**src/rtl/mem_access_stage.sv**
```systemverilog
`default_nettype none
// ============================================================================
//  Module      : mem_access_stage
//  Description : Memory-access stage of the 24-bit pipeline. ALU-only
//                instructions pass straight through to MEM_to_WB in the same
//                cycle. Loads and stores run over a request/acknowledge
//                data-memory port while upstream is stalled, then the
//                captured instruction is presented for one cycle.
//
//  Ports
//    clk, rst                  clock, asynchronous active-high reset
//    valid_in                  EX/MEM holds a valid instruction
//    writeback_enable          instruction writes the register file
//    mem_read_enable           load
//    mem_write_enable          store
//    instruction_dest          destination register index
//    alu_result                ALU result / effective address
//    store_data                store operand
//    mem_req/mem_we            registered memory request / write strobe
//    mem_addr/mem_wdata        registered word address / write data
//    mem_ack/mem_rdata         one-cycle completion strobe / read data
//    stall                     upstream must hold its outputs
//    mem_error                 sticky: access timeout or address out of range
//    *_out                     bundle registered by MEM_to_WB
//
//  Revision    : 1.0  initial release
// ============================================================================
module mem_access_stage #(
    parameter int DATA_W  = 24,
    parameter int DEST_W  = 4,
    parameter int ADDR_W  = 10,
    parameter int TIMEOUT = 15
) (
    input  logic              clk,
    input  logic              rst,
    input  logic              valid_in,
    input  logic              writeback_enable,
    input  logic              mem_read_enable,
    input  logic              mem_write_enable,
    input  logic [DEST_W-1:0] instruction_dest,
    input  logic [DATA_W-1:0] alu_result,
    input  logic [DATA_W-1:0] store_data,
    output logic              mem_req,
    output logic              mem_we,
    output logic [ADDR_W-1:0] mem_addr,
    output logic [DATA_W-1:0] mem_wdata,
    input  logic              mem_ack,
    input  logic [DATA_W-1:0] mem_rdata,
    output logic              stall,
    output logic              mem_error,
    output logic              writeback_enable_out,
    output logic              mem_read_enable_out,
    output logic [DEST_W-1:0] instruction_dest_out,
    output logic [DATA_W-1:0] mem_read_data_out,
    output logic [DATA_W-1:0] alu_result_out
);

    // Counter only has to reach TIMEOUT-1.
    localparam int CNT_W = (TIMEOUT > 1) ? $clog2(TIMEOUT) : 1;
    localparam logic [CNT_W-1:0] c_CNT_LAST = CNT_W'(TIMEOUT - 1);

    typedef enum logic [1:0] {
        S_IDLE   = 2'd0,
        S_ACCESS = 2'd1,
        S_DONE   = 2'd2
    } state_t;

    state_t              r_state;
    state_t              w_state_nxt;

    logic [CNT_W-1:0]    r_cnt;
    logic                r_error;
    logic                r_mem_req;
    logic                r_mem_we;
    logic [ADDR_W-1:0]   r_mem_addr;
    logic [DATA_W-1:0]   r_mem_wdata;

    // Instruction captured on entry to a memory access
    logic [DEST_W-1:0]   r_dest;
    logic                r_wb;
    logic                r_load;
    logic [DATA_W-1:0]   r_alu;
    logic [DATA_W-1:0]   r_rdata;

    logic                w_mem_op;
    logic                w_out_of_range;
    logic                w_timeout;

    assign w_mem_op       = valid_in & (mem_read_enable | mem_write_enable);
    assign w_out_of_range = |alu_result[DATA_W-1:ADDR_W];
    // An ack in the final allowed cycle takes precedence over the timeout.
    assign w_timeout      = (r_cnt == c_CNT_LAST) & ~mem_ack;

    // ------------------------------------------------------------------
    // State register
    // ------------------------------------------------------------------
    always_ff @(posedge clk or posedge rst) begin
        if (rst) begin
            r_state <= S_IDLE;
        end else begin
            r_state <= w_state_nxt;
        end
    end

    // ------------------------------------------------------------------
    // Next state and output bundle
    // ------------------------------------------------------------------
    always_comb begin
        w_state_nxt          = r_state;
        stall                = 1'b0;
        writeback_enable_out = 1'b0;
        mem_read_enable_out  = 1'b0;
        instruction_dest_out = '0;
        mem_read_data_out    = '0;
        alu_result_out       = '0;

        case (r_state)
            S_IDLE: begin
                if (w_mem_op) begin
                    // Bubble towards writeback while the access is set up
                    stall       = 1'b1;
                    w_state_nxt = w_out_of_range ? S_DONE : S_ACCESS;
                end else begin
                    writeback_enable_out = valid_in & writeback_enable;
                    mem_read_enable_out  = valid_in & mem_read_enable;
                    instruction_dest_out = instruction_dest;
                    alu_result_out       = alu_result;
                end
            end
            S_ACCESS: begin
                stall = 1'b1;
                if (mem_ack || w_timeout) begin
                    w_state_nxt = S_DONE;
                end
            end
            S_DONE: begin
                // Upstream still shows the same instruction; present the
                // captured copy and ignore the inputs.
                writeback_enable_out = r_wb;
                mem_read_enable_out  = r_load;
                instruction_dest_out = r_dest;
                mem_read_data_out    = r_rdata;
                alu_result_out       = r_alu;
                w_state_nxt          = S_IDLE;
            end
            default: begin
                w_state_nxt = S_IDLE;
            end
        endcase
    end

    // ------------------------------------------------------------------
    // Memory port, timeout counter and captured instruction
    // ------------------------------------------------------------------
    always_ff @(posedge clk or posedge rst) begin
        if (rst) begin
            r_cnt       <= '0;
            r_error     <= 1'b0;
            r_mem_req   <= 1'b0;
            r_mem_we    <= 1'b0;
            r_mem_addr  <= '0;
            r_mem_wdata <= '0;
            r_dest      <= '0;
            r_wb        <= 1'b0;
            r_load      <= 1'b0;
            r_alu       <= '0;
            r_rdata     <= '0;
        end else begin
            case (r_state)
                S_IDLE: begin
                    if (w_mem_op) begin
                        r_dest  <= instruction_dest;
                        r_wb    <= writeback_enable;
                        r_load  <= mem_read_enable;
                        r_alu   <= alu_result;
                        r_rdata <= '0;
                        if (w_out_of_range) begin
                            r_error <= 1'b1;
                        end else begin
                            r_mem_addr  <= alu_result[ADDR_W-1:0];
                            r_mem_wdata <= store_data;
                            // Both enables set is treated as a load
                            r_mem_we    <= ~mem_read_enable;
                            r_mem_req   <= 1'b1;
                            r_cnt       <= '0;
                        end
                    end
                end
                S_ACCESS: begin
                    if (mem_ack) begin
                        r_rdata   <= r_load ? mem_rdata : '0;
                        r_mem_req <= 1'b0;
                    end else if (w_timeout) begin
                        r_rdata   <= '0;
                        r_mem_req <= 1'b0;
                        r_error   <= 1'b1;
                    end else begin
                        r_cnt <= r_cnt + 1'b1;
                    end
                end
                default: begin
                end
            endcase
        end
    end

    assign mem_req   = r_mem_req;
    assign mem_we    = r_mem_we;
    assign mem_addr  = r_mem_addr;
    assign mem_wdata = r_mem_wdata;
    assign mem_error = r_error;

endmodule
`default_nettype wire
```
**config.mk**
```make
export PLATFORM = sky130hd
export DESIGN_NAME = mem_access_stage
export DESIGN_NICKNAME = d
export VERILOG_FILES = /design/src/rtl/mem_access_stage.sv
export SDC_FILE = /design/constraint.sdc
export NUM_CORES = 1
export LEC_CHECK = 0
export CORE_MARGIN = 1
export CORE_UTILIZATION = 52
export CTS_BUF_LIST = sky130_fd_sc_hd__clkbuf_16
export CTS_CLUSTER_DIAMETER = 200
export DETAILED_ROUTE_END_ITERATION = 10
export DONT_BUFFER_PORTS = 1
export PLACE_DENSITY = 0.67
export SYNTH_ARGS = -nofsm -noshare
export SYNTH_HDL_FRONTEND = slang
export SYNTH_SLANG_ARGS = --single-unit
```
**constraint.sdc**
```tcl
create_clock -name clk -period 4.3 [get_ports clk]
set_input_delay 1.075 -clock clk [delete_from_list [all_inputs] [get_ports clk]]
set_output_delay 1.075 -clock clk [all_outputs]
set_load 0.03 [all_outputs]
```
==> run_results.csv <==
group,metric,value,unit
outcome,outcome,"finished clean",
synthesis,synth_cell_type_count,40,
route,wirelength,8325,microns
sta,hold_viol,0,
placement,port_buffers,0,
global_route,antenna_found_initial,0,
floorplan,dieArea,8571,sq um
pwr,leakage,2.175,nW
pwr,cellPowerDensity,541.9,nW/um^2
global_route,grt_overflow_total,0,
route,num_vias,2537,
sta,slew_viol_final,0,
sta,setup-violations-final,0,
route,drtIter0Drc,72,
route,viasPerCell,6.084,
route,dr.pass1.iters,4,
global_route,gr-usage-all-layers,19.39,%
placement,placed_cell_area,4348,sq um
cells_and_area,multiInputGateArea,1723,sq um
critical_path,worst_path_dominant_cell_family,"buffers and inverters",
placement,gp_congestion,0.7423,
critical_path,critPathSlowestCell,"dfrtp_1",
sta,timing.fmax,310.1,MHz
sta,period_minus_slack,3.225,ns
synthesis,yosys_warnings,0,
cells_and_area,drive_above_1_share,29.52,%
sta,relSlewSlack,20.54,%
synthesis,synth_commonest_cells,"97 x dfrtp_1, 59 x mux2_2, 51 x a22o_1",
critical_path,arrival,2.15,ns
sta,fin_skew,0.006438,ns
critical_path,critPathKind,"flop to primary output",
clock_network,path_clk_slew,0.06,ns
cells_and_area,n_fill_cell,665,
synthesis,synth_ff_type,"dfrtp_1",
sta,fin_ws,1.075,ns
clock_network,htree_levels,3,
cells_and_area,design_area,4644,sq um
floorplan,fp.coreArea,7848,sq um
route,drt-wirelength-per-cell,19.96,microns
cells_and_area,post-route-util,59.18,%
cells_and_area,syn_to_final_growth,8.856,%
synthesis,syn_inst,314,
synthesis,synth_area_leaders,"dfrtp_1 57%, mux2_2 16%, a22o_1 10%, and2_1 3.7%, mux2_1 1.3%",
synthesis,async_reset_ff_share,100.0,%
min_path,hold_class,"flop to flop",
placement,place_ws,1.145,ns
synthesis,ys_seq_area_share,56.89,%
floorplan,die_y,92.58,microns
sta,whs,0.4916,ns
cells_and_area,final_nets,395,
global_route,grt_max_degree,84,
synthesis,syn_area,4267,sq um
floorplan,pin_count,175,
floorplan,rows,32,
critical_path,cp.required,3.22,ns
clock_network,cts.repair.resized,0,
pwr,irDropWorstVdd,0.2691,mV
synthesis,synth_fp_nets,399,
synthesis,synth_enable_flop_cells,0,
critical_path,max_stage_delay,0.48,ns
sta,worstMarginPinSlew,1.192,ns
critical_path,critPathMaxFanout,28,
clock_network,clockBufferDepth,2,
clock_network,root_buffer,"clkbuf_16",
critical_path,crit_chain,"inv_1 -> nor2_4 -> buf_4 -> a22o_1",
cells_and_area,n_antenna_cell,0,
clock_network,cts_made_buffers,9,
clock_network,clkLatencyLatePin,0.33,ns
critical_path,cp-start-kind,"flop",
route,ant_nets,0,
synthesis,postSynthAreaPerCell,13.59,sq um
clock_network,cts_tree,"yes",
synthesis,yosysTopAreaCell,"dfrtp_1",
synthesis,synth_most_common_cell,"dfrtp_1",
synthesis,post-synth-top-area-fraction,56.89,%
floorplan,start_util,54.37,%
cells_and_area,seqCellArea,2427,sq um
clock_network,cts.sinks,97,
sta,finalCritPeriodShare,74.99,%
global_route,grt_pass1_vias,2524,
global_route,grt_pass1_wl,12620,microns
clock_network,cts_hold_buffers,0,
run,max-cap-violations,0,
placement,dp_hpwl,5718,microns
floorplan,die_x,92.58,microns
critical_path,path_buf_inv,2,
route,drc_errors,0,
synthesis,ys_seq_elements,97,
sta,tns,0,ns
critical_path,end_kind,"primary output",
sta,rsz0062_at_grt,"false",
clock_network,cts_setup_buffers,0,
-- cell families after synthesis --
kind of cell             share of synthesized area, %
AND/OR/NAND/NOR                                 8.299
flip-flops                                      56.89
AO/OA/AOI/OAI                                   13.81
buffers and inverters                           3.167
multiplexers                                    17.24
adder cells (fa/ha/maj)                        0.5864
-- cells in the final DEF, fill, tap and decap left out, drive strengths merged --
cell type,n
nor4,3
nor2b,1
ha,2
nand2b,1
dfrtp,97
inv,8
buf,5
a32o,1
a2111o,1
or3,1
nand4,1
o31ai,1
or3b,1
clkinvlp,2
o211ai,1
a2bb2oi,1
o221ai,1
a22o,52
a21oi,1
clkinv,4
nor3,2
o21ai,5
o21a,1
bufinv,1
and2,25
a31oi,1
a32oi,1
a221oi,1
clkbuf,9
nand2,3
nand3,3
and3,2
mux2,65
nor2,11
-- per-layer routing --
metal	global-route usage [%]	vias to the layer above	wire length (microns)
li1	-	1147	-
met1	25.58	1269	3580
met2	30.74	111	3986
met3	5.337	10	640
met4	7.031	0	117
met5	0	-	0
-- power breakdown --
group / leakage (nW) / total, mW / switching [mW] / internal [mW]
Clock: 0.139 / 0.778 / 0.329 / 0.449
Combinational: 0.761 / 0.581 / 0.376 / 0.205
Sequential: 1.27 / 1.16 / 0.106 / 1.05
-- path summary, 6_finish.rpt --
kind / endpoint / cells after the start / slack (ns) / start
worst max-delay path: alu_result_out[5] / 4 / 1.08 / r_state[1]
worst min-delay path: r_rdata[17] / 1 / 0.49 / r_rdata[17]
worst max register to register: mem_wdata[7] / 4 / 2.12 / r_state[0]
worst min register to register: r_rdata[17] / 1 / 0.49 / r_rdata[17]
max in group asynchronous: r_load / 2 / 2.68 / rst
min in group asynchronous: mem_wdata[8] / 1 / 0.85 / rst
-- area by class of cell --
class	count	share of cell area (%)
tap	102	2.748
inverter	8	0.7004
timing repair buffer	5	0.8082
multi-input combinational	189	37.10
sequential	97	52.26
clock inverter	7	1.536
clock buffer	9	4.849
-- sequential cells by signal, indices dropped and copies added (netlist names), 2 cells and up --
name	cells
r_alu	24
mem_wdata	24
r_cnt	4
r_state	2
mem_addr	10
r_dest	4
r_rdata	24
-- through the flow --
stage          total power, mW  cells
5_1_grt                  2.629    417
2_1_floorplan            1.661    314
3_5_place_dp             1.759    401
3_3_place_gp             1.747    401
6_report                 2.517    417
4_1_cts                  2.539    417
No activity file was read; power rests on OpenSTA's default activity.
